==> config.mk <==
export PLATFORM = sky130hd
export DESIGN_NAME = vga_sync
export DESIGN_NICKNAME = d
export VERILOG_FILES = /design/src/rtl/vga_timing_pkg.sv /design/src/rtl/pixel_tick_gen.sv /design/src/rtl/vga_sync.sv
export SDC_FILE = /design/constraint.sdc
export NUM_CORES = 1
export LEC_CHECK = 0
export ABC_AREA = 1
export ABC_CLOCK_PERIOD_IN_PS = 1900
export CAP_MARGIN = 20
export CORE_MARGIN = 5
export CORE_UTILIZATION = 52
export DETAILED_ROUTE_END_ITERATION = 12
export PLACE_DENSITY = 0.79
export SLEW_MARGIN = 10
export SYNTH_ARGS = -nofsm -noshare
export SYNTH_HDL_FRONTEND = slang
export SYNTH_SLANG_ARGS = --single-unit
export TNS_END_PERCENT = 50
==> constraint.sdc <==
create_clock -name clk -period 1.9 [get_ports clk]
set_input_delay 0.19 -clock clk [delete_from_list [all_inputs] [get_ports clk]]
set_output_delay 0.19 -clock clk [all_outputs]
set_load 0.05 [all_outputs]
==> src/rtl/vga_timing_pkg.sv <==
// Shared 640x480@60 VGA timing constants, also used by the display/overlay blocks.
package vga_timing_pkg;

  localparam int CLK_DIV   = 4;
  localparam int H_DISPLAY = 640;
  localparam int H_FRONT   = 16;
  localparam int H_SYNC    = 96;
  localparam int H_BACK    = 48;
  localparam int V_DISPLAY = 480;
  localparam int V_FRONT   = 10;
  localparam int V_SYNC    = 2;
  localparam int V_BACK    = 33;

  localparam int H_TOTAL = H_DISPLAY + H_FRONT + H_SYNC + H_BACK;
  localparam int V_TOTAL = V_DISPLAY + V_FRONT + V_SYNC + V_BACK;

  localparam int CNT_W = 10;

  // A divide-by-1 still needs a one-bit counter to stay legal.
  function automatic int cnt_width(input int n);
    return (n > 1) ? $clog2(n) : 1;
  endfunction

  function automatic logic in_span(input logic [CNT_W-1:0] val, input int lo, input int hi);
    return (int'(val) >= lo) && (int'(val) < hi);
  endfunction

endpackage

==> src/rtl/pixel_tick_gen.sv <==
// Divides the system clock down to a registered one-clk pixel enable.
module pixel_tick_gen
  import vga_timing_pkg::*;
#(
  parameter int CLK_DIV = vga_timing_pkg::CLK_DIV
) (
  input  logic clk,
  input  logic rst_n,
  output logic p_tick
);

  localparam int DIV_W = cnt_width(CLK_DIV);
  localparam logic [DIV_W-1:0] DIV_LAST = DIV_W'(CLK_DIV - 1);

  logic [DIV_W-1:0] div_cnt;
  logic [DIV_W-1:0] div_next;

  always_comb begin
    div_next = (div_cnt == DIV_LAST) ? '0 : div_cnt + 1'b1;
  end

  // Registering the compare on the next value keeps p_tick aligned with div_cnt == CLK_DIV-1.
  always_ff @(posedge clk or negedge rst_n) begin
    if (!rst_n) begin
      div_cnt <= '0;
      p_tick  <= 1'b0;
    end else begin
      div_cnt <= div_next;
      p_tick  <= (div_next == DIV_LAST);
    end
  end

endmodule

==> src/rtl/vga_sync.sv <==
// VGA raster counters with registered sync/blanking decode and end-of-frame strobe.
module vga_sync
  import vga_timing_pkg::*;
#(
  parameter int CLK_DIV   = vga_timing_pkg::CLK_DIV,
  parameter int H_DISPLAY = vga_timing_pkg::H_DISPLAY,
  parameter int H_FRONT   = vga_timing_pkg::H_FRONT,
  parameter int H_SYNC    = vga_timing_pkg::H_SYNC,
  parameter int H_BACK    = vga_timing_pkg::H_BACK,
  parameter int V_DISPLAY = vga_timing_pkg::V_DISPLAY,
  parameter int V_FRONT   = vga_timing_pkg::V_FRONT,
  parameter int V_SYNC    = vga_timing_pkg::V_SYNC,
  parameter int V_BACK    = vga_timing_pkg::V_BACK
) (
  input  logic       clk,
  input  logic       rst_n,
  output logic       p_tick,
  output logic [9:0] pixel_x,
  output logic [9:0] pixel_y,
  output logic       video_on,
  output logic       hsync,
  output logic       vsync,
  output logic       frame_end
);

  localparam int LINE_TOTAL  = H_DISPLAY + H_FRONT + H_SYNC + H_BACK;
  localparam int FRAME_TOTAL = V_DISPLAY + V_FRONT + V_SYNC + V_BACK;
  localparam logic [9:0] H_LAST = 10'(LINE_TOTAL - 1);
  localparam logic [9:0] V_LAST = 10'(FRAME_TOTAL - 1);

  logic [9:0] h;
  logic [9:0] v;
  logic [9:0] h_next;
  logic [9:0] v_next;

  pixel_tick_gen #(
    .CLK_DIV(CLK_DIV)
  ) u_tick (
    .clk   (clk),
    .rst_n (rst_n),
    .p_tick(p_tick)
  );

  always_comb begin
    h_next = h;
    v_next = v;
    if (p_tick) begin
      if (h == H_LAST) begin
        h_next = '0;
        v_next = (v == V_LAST) ? '0 : v + 10'd1;
      end else begin
        h_next = h + 10'd1;
      end
    end
  end

  // Decoding from h_next/v_next lets the registered flags land in the same clk as the counters.
  always_ff @(posedge clk or negedge rst_n) begin
    if (!rst_n) begin
      h        <= '0;
      v        <= '0;
      hsync    <= 1'b1;
      vsync    <= 1'b1;
      video_on <= 1'b1;
    end else begin
      h        <= h_next;
      v        <= v_next;
      hsync    <= !in_span(h_next, H_DISPLAY + H_FRONT, H_DISPLAY + H_FRONT + H_SYNC);
      vsync    <= !in_span(v_next, V_DISPLAY + V_FRONT, V_DISPLAY + V_FRONT + V_SYNC);
      video_on <= in_span(h_next, 0, H_DISPLAY) && in_span(v_next, 0, V_DISPLAY);
    end
  end

  assign pixel_x   = h;
  assign pixel_y   = v;
  assign frame_end = p_tick && (h == H_LAST) && (v == V_LAST);

endmodule

Word level (Yosys, flattened, before mapping):

Index checks and enable logic that the tools add are counted.

* logic and storage cells: 33
* register bits after elaboration: 26
* output and inout bits: 25

* order comparisons: 6
* add/sub/neg operators: 3
* reductions and logical operators: 7
* eq/ne operators: 4
* mux-type cells: 6

Operators by type and width (number)
* 10-bit 2-to-1 mux: 5
* 10-bit by 1-bit adder with 10-bit output, second input constant: 2
* 10-bit equality test, second input constant: 2
* 10-bit < comparator, second input constant: 2
* 10-bit by 9-bit < comparator with 1-bit output, second input constant: 2
* 10-bit >= comparator, second input constant: 1
* 10-bit by 9-bit >= comparator with 1-bit output, second input constant: 1
* 1-bit logical AND: 5
* 2-bit equality test, second input constant: 2
* 2-bit by 1-bit adder with 2-bit output, second input constant: 1
* 1-bit logical NOT: 2
* 2-bit 2-to-1 mux: 1

Longest topological paths before layout:

* word-level depth: 7
* gate-level depth with buffers: 13
* mapped depth without buffers: 13

Cells and area by module:

From an unflattened synthesis, not the netlist that was laid out.

* cell total of the unflattened synthesis: 206
* area total of the unflattened synthesis: 1547.7 µm²

By module, submodules not included
* vga_sync: area an instance 1436.4 µm², times used 1, cells each 198, sequential area each 579.3 µm²
* pixel_tick_gen: area an instance 111.4 µm², times used 1, cells each 8, sequential area each 75.1 µm²

Least setup slack after synthesis:

No wires, ideal clock.

* path kind: reg-to-reg
* start: register h[1], in the netlist pixel_x[1]
* end: register v[2], in the netlist pixel_y[2]
* required time: 1.761 ns
* arrival time: 1.976 ns
* cell stages (with the launch flop): 9
* slack: -0.215 ns
* path through: dfrtp_1 > ha_1 > nand2_2 > nor2_8 > nand3_4 > nor2_8 > nand2_1 > inv_1 > nor2_1

* word-level cells in the longest chain between the ends: 3

RTL lines
* from (decl): line vga_sync.sv:31 `logic [9:0] h;`
* from (signal assigned): line vga_sync.sv:66 `h <= h_next;`
* 10-bit equality test: line vga_sync.sv:48 `if (h == H_LAST) begin`
* 10-bit 2-to-1 mux: line vga_sync.sv:48
* 10-bit 2-to-1 mux: line vga_sync.sv:47 `if (p_tick) begin`
* net v_next[2]: line vga_sync.sv:34 `logic [9:0] v_next;`
* to (signal assigned): line vga_sync.sv:67 `v <= v_next;`
* to (decl): line vga_sync.sv:32 `logic [9:0] v;`

The timed path passes the listed nets, and every way through them passes these cells.

Worst setup path in the final report:

* start: register h[1], in the netlist pixel_x[1]
* end: output pixel_x[1]

RTL lines
* to (decl): line vga_sync.sv:18 `output logic [9:0] pixel_x,`

No word-level cell between the ends.

==> reports/metrics.yaml <==
routing:
  route.detailed.drc: 0
  drt_iter0_drc: 109
  detail_route.wirelength_um: 3600
  dr_total_vias: 1446
  drt.antenna.violating_nets: 0
  drt_pre_antenna_iters: 4
  vias_per_cell: 5.22
  routedWlPerCell_um: 13.0
yosys:
  synth.cells.most_frequent: "sky130_fd_sc_hd__nand2_1 (58), sky130_fd_sc_hd__inv_1 (39), sky130_fd_sc_hd__dfrtp_1 (23), sky130_fd_sc_hd__nand3_1 (23), sky130_fd_sc_hd__nor2_1 (22)"
  count_of_flip_flops_with_a_built_in_enable_after_synthesis: 0
  yosysTopAreaCell: "sky130_fd_sc_hd__dfrtp_1"
  yosys.area_share.simple: 0.368
  synth_area_leaders: "sky130_fd_sc_hd__dfrtp_1 (38%), sky130_fd_sc_hd__nand2_1 (14%), sky130_fd_sc_hd__inv_1 (9.6%)"
  syn_area_per_cell_sq_um: 7.36
  yosys_warnings: 0
  muxShareOfSynthArea: 0
  compound_cell_area_share_of_the_yosys_netlist: 0.0353
  synth.distinct_cells: 22
  largest_family_of_logic_cells_by_synthesized_area: "simple AND/OR/NAND/NOR gates"
  synth.most_common_cell: "sky130_fd_sc_hd__nand2_1"
  number_of_standard_cells_after_synthesis: 207
  synth_xor_xnor_area_share: 0.0173
  postSynth.asyncResetShare: 1.00
  synth_sequential_area_ratio: 0.430
  synth.ff_latch_count: 26
  synthesis.area_sq_um: 1520
  syn-num-nets: 214
  synth_top_cell_area_share: 0.378
  post_synth_adder_cell_area: 0.0411
  synth_ff_type: "sky130_fd_sc_hd__dfrtp_1"
worst_setup_path:
  crit_family: "buffers and inverters"
  timing.critical_path.cells: "buf_4 -> clkdlybuf4s50_1"
  timing.critical_path.slowest_stage_cell: "sky130_fd_sc_hd__clkdlybuf4s50_1"
  worst_path_arrival_time_ns: 1.67
  path_buf_inv: 2
  crit_path_max_incr_delay_ns: 0.80
  timing.setup.critical_path_class: "reg2out"
  worst-path-max-fanout: 4
  critical_path_required_ns: 1.71
  endpoint_kind: "output port"
  cp.depth: 2
  worst_r2r_path_depth: 13
  startpoint_type: "register"
sta:
  worst-slew-pin-transition_ns: 0.506
  setup_slack_ns: 0.0391
  grt_setup_unrepaired: "true"
  max-slew-margin-rel: 0.661
  timing.final.setup_violations: 0
  final-max-slew-violation-count: 0
  skew_final_ns: 0.00844
  clock.fmax_ghz: 0.537
  final_hold_vio_count: 0
  min_period_over_period: 0.979
  min_period_ns: 1.86
  tns_ns: 0
clock_network:
  cts.path.max_buffers: 2
  tritoncts: "yes"
  clock_net_sink_count: 26
  clock_insertion_delay_worst_skew_ns: 0.32
  cell_chosen_for_the_clock_root: "sky130_fd_sc_hd__clkbuf_4"
  cts_made_buffers: 3
  cts.clk_slew.worst_paths_ns: 0.15
  cts_max_level: 1
pwr:
  power.density_cell_area_nw_per_um2: 422
  swShare: 0.209
  power.share.clock: 0.334
  p_int_mw: 0.674
  total_power_mw: 0.852
  vdd_drop_max_uv: 622
  power.switching_mw: 0.178
  comb_power_share: 0.016
  power.sequential.fraction: 0.650
  total_leakage_power_nw: 1.19
grt:
  grt_first_pass_wirelength_um: 5980
  overflow: 0
  number_of_antenna_violations_at_the_first_check_in_global_routing: 0
  gr-usage-all-layers: 0.180
  number_of_global_route_vias_before_repair: 1265
  grt_start_max_net_pins: 27
cells_and_area:
  layout-area-overhead-vs-synth_pct: 32.6
  register_area_sq_um: 658
  antennaDiodeCount: 0
  final_layout_size_suffix_gt1_frac: 0.183
  fillerInstances: 219
  layoutNonFillerInstCount: 277
  final_design_area_no_fill_sq_um: 2020
  multiInputGateArea_sq_um: 753
  final_net_count: 254
placement:
  dp_hpwl_um: 2530
  dpl_cell_area_sq_um: 1850
  placement.io_buffers: 26
  place_congestion: 0.853
  placed_cells_incl_taps: 265
  dp_worst_setup_slack_ns: 0.101
run:
  drv.max_cap_violation_count: 0
hold_path:
  worstHoldPathType: "in2async"
floorplan:
  die_height_um: 64.1
  die_width_um: 64.1
  boundaryPins: 27
  die_area_sq_um: 4110
  initial_utilization: 0.547
  row_count: 19
  floorplan.core_area_sq_um: 2780
status:
  outcome: "finished clean"
==> flip-flops by register name, summed over array words and instances (netlist names) <==
signal / flops
u_tick.div_cnt: 2
u_tick.p_tick: 1
hsync: 1
vsync: 1
pixel_x: 10
video_on: 1
pixel_y: 10
==> power groups by stage <==
| stage | registers [mW] | clock network [mW] | logic (mW) |
|---|---|---|---|
| 2_1_floorplan | 0.564 | 0 | 0.000000572 |
| 3_3_place_gp | 0.564 | 0 | 0.0144 |
| 3_5_place_dp | 0.564 | 0 | 0.0147 |
| 4_1_cts | 0.554 | 0.291 | 0.0146 |
| 5_1_grt | 0.554 | 0.320 | 0.0164 |
| 6_report | 0.554 | 0.284 | 0.0140 |
==> metal layers <==
layer | routed length (um) | track usage
met1 | 1710 | 0.265
met2 | 1700 | 0.274
met3 | 160 | 0.0403
met4 | 27 | 0.0331
met5 | 0 | 0
==> through the flow <==
stage	hold slack (ns)	util
after floorplan	-0.106	-
after global placement	0.443	0.664
after detailed placement	0.450	0.664
after CTS	0.221	0.701
after global routing	0.227	0.726
final	0.213	0.726
==> layout make-up <==
cell class / instances / share of cell area
well taps: 31 / 0.0192
clock buffers: 4 / 0.0180
flip-flops and latches: 26 / 0.326
inverters: 43 / 0.0818
multi-input cells: 137 / 0.373
repair buffers: 36 / 0.182
==> worst reg2reg max path, stage by stage (launching register included) <==
cell and delay [ns]:
sky130_fd_sc_hd__dfrtp_2 0.41, sky130_fd_sc_hd__ha_4 0.16, sky130_fd_sc_hd__nand2_4 0.07, sky130_fd_sc_hd__nor2_8 0.13
sky130_fd_sc_hd__nand3_4 0.10, sky130_fd_sc_hd__nor2_8 0.14, sky130_fd_sc_hd__buf_4 0.17, sky130_fd_sc_hd__nand2_1 0.06
sky130_fd_sc_hd__nand2_1 0.06, sky130_fd_sc_hd__nand2_1 0.08, sky130_fd_sc_hd__nor2_1 0.09, sky130_fd_sc_hd__nand3_1 0.13
sky130_fd_sc_hd__inv_1 0.09, sky130_fd_sc_hd__nand2_1 0.06
==> final timing paths <==
kind,startpoint,endpoint,slack (ns)
worst min-delay path,rst_n,pixel_x[2],0.21
worst min register to register,u_tick.div_cnt[0],u_tick.div_cnt[0],0.47
worst max register to register,pixel_x[1],vsync,0.08
min in group clk,u_tick.div_cnt[0],u_tick.div_cnt[0],0.47
worst max-delay path,pixel_x[1],pixel_x[1],0.04
max in group asynchronous,rst_n,vsync,1.37
==> cell families (layout without fill, tap and decap cells) <==
kind of cell,Yosys count,count (layout)
compound gates,9,9
flops,26,26
simple gates,120,120
xor+xnor,3,3
buf+inv,44,83
fa+ha+maj,5,5
==> placed cells by master (no fill, tap or decap), types with 4 or more instances in the layout <==
cell type and count:
sky130_fd_sc_hd__clkdlybuf4s50_1 14, sky130_fd_sc_hd__dfrtp_1 20, sky130_fd_sc_hd__nand4_1 6, sky130_fd_sc_hd__nand3_1 22
sky130_fd_sc_hd__inv_1 35, sky130_fd_sc_hd__nor2_2 5, sky130_fd_sc_hd__o21ai_0 4, sky130_fd_sc_hd__nor3_1 4
sky130_fd_sc_hd__buf_4 11, sky130_fd_sc_hd__dlymetal6s2s_1 10, sky130_fd_sc_hd__nand2_1 57, sky130_fd_sc_hd__nor2_1 17
sky130_fd_sc_hd__inv_2 7
==> repair_timing <==
item,in CTS,in global routing
buffers inserted,7,1
hold buffers,0,0
resized for setup,4,22
setup endpoints to repair,1,10
hold endpoints to repair,0,0
pin swaps,2,3
No activity file was read; power rests on OpenSTA's default activity.
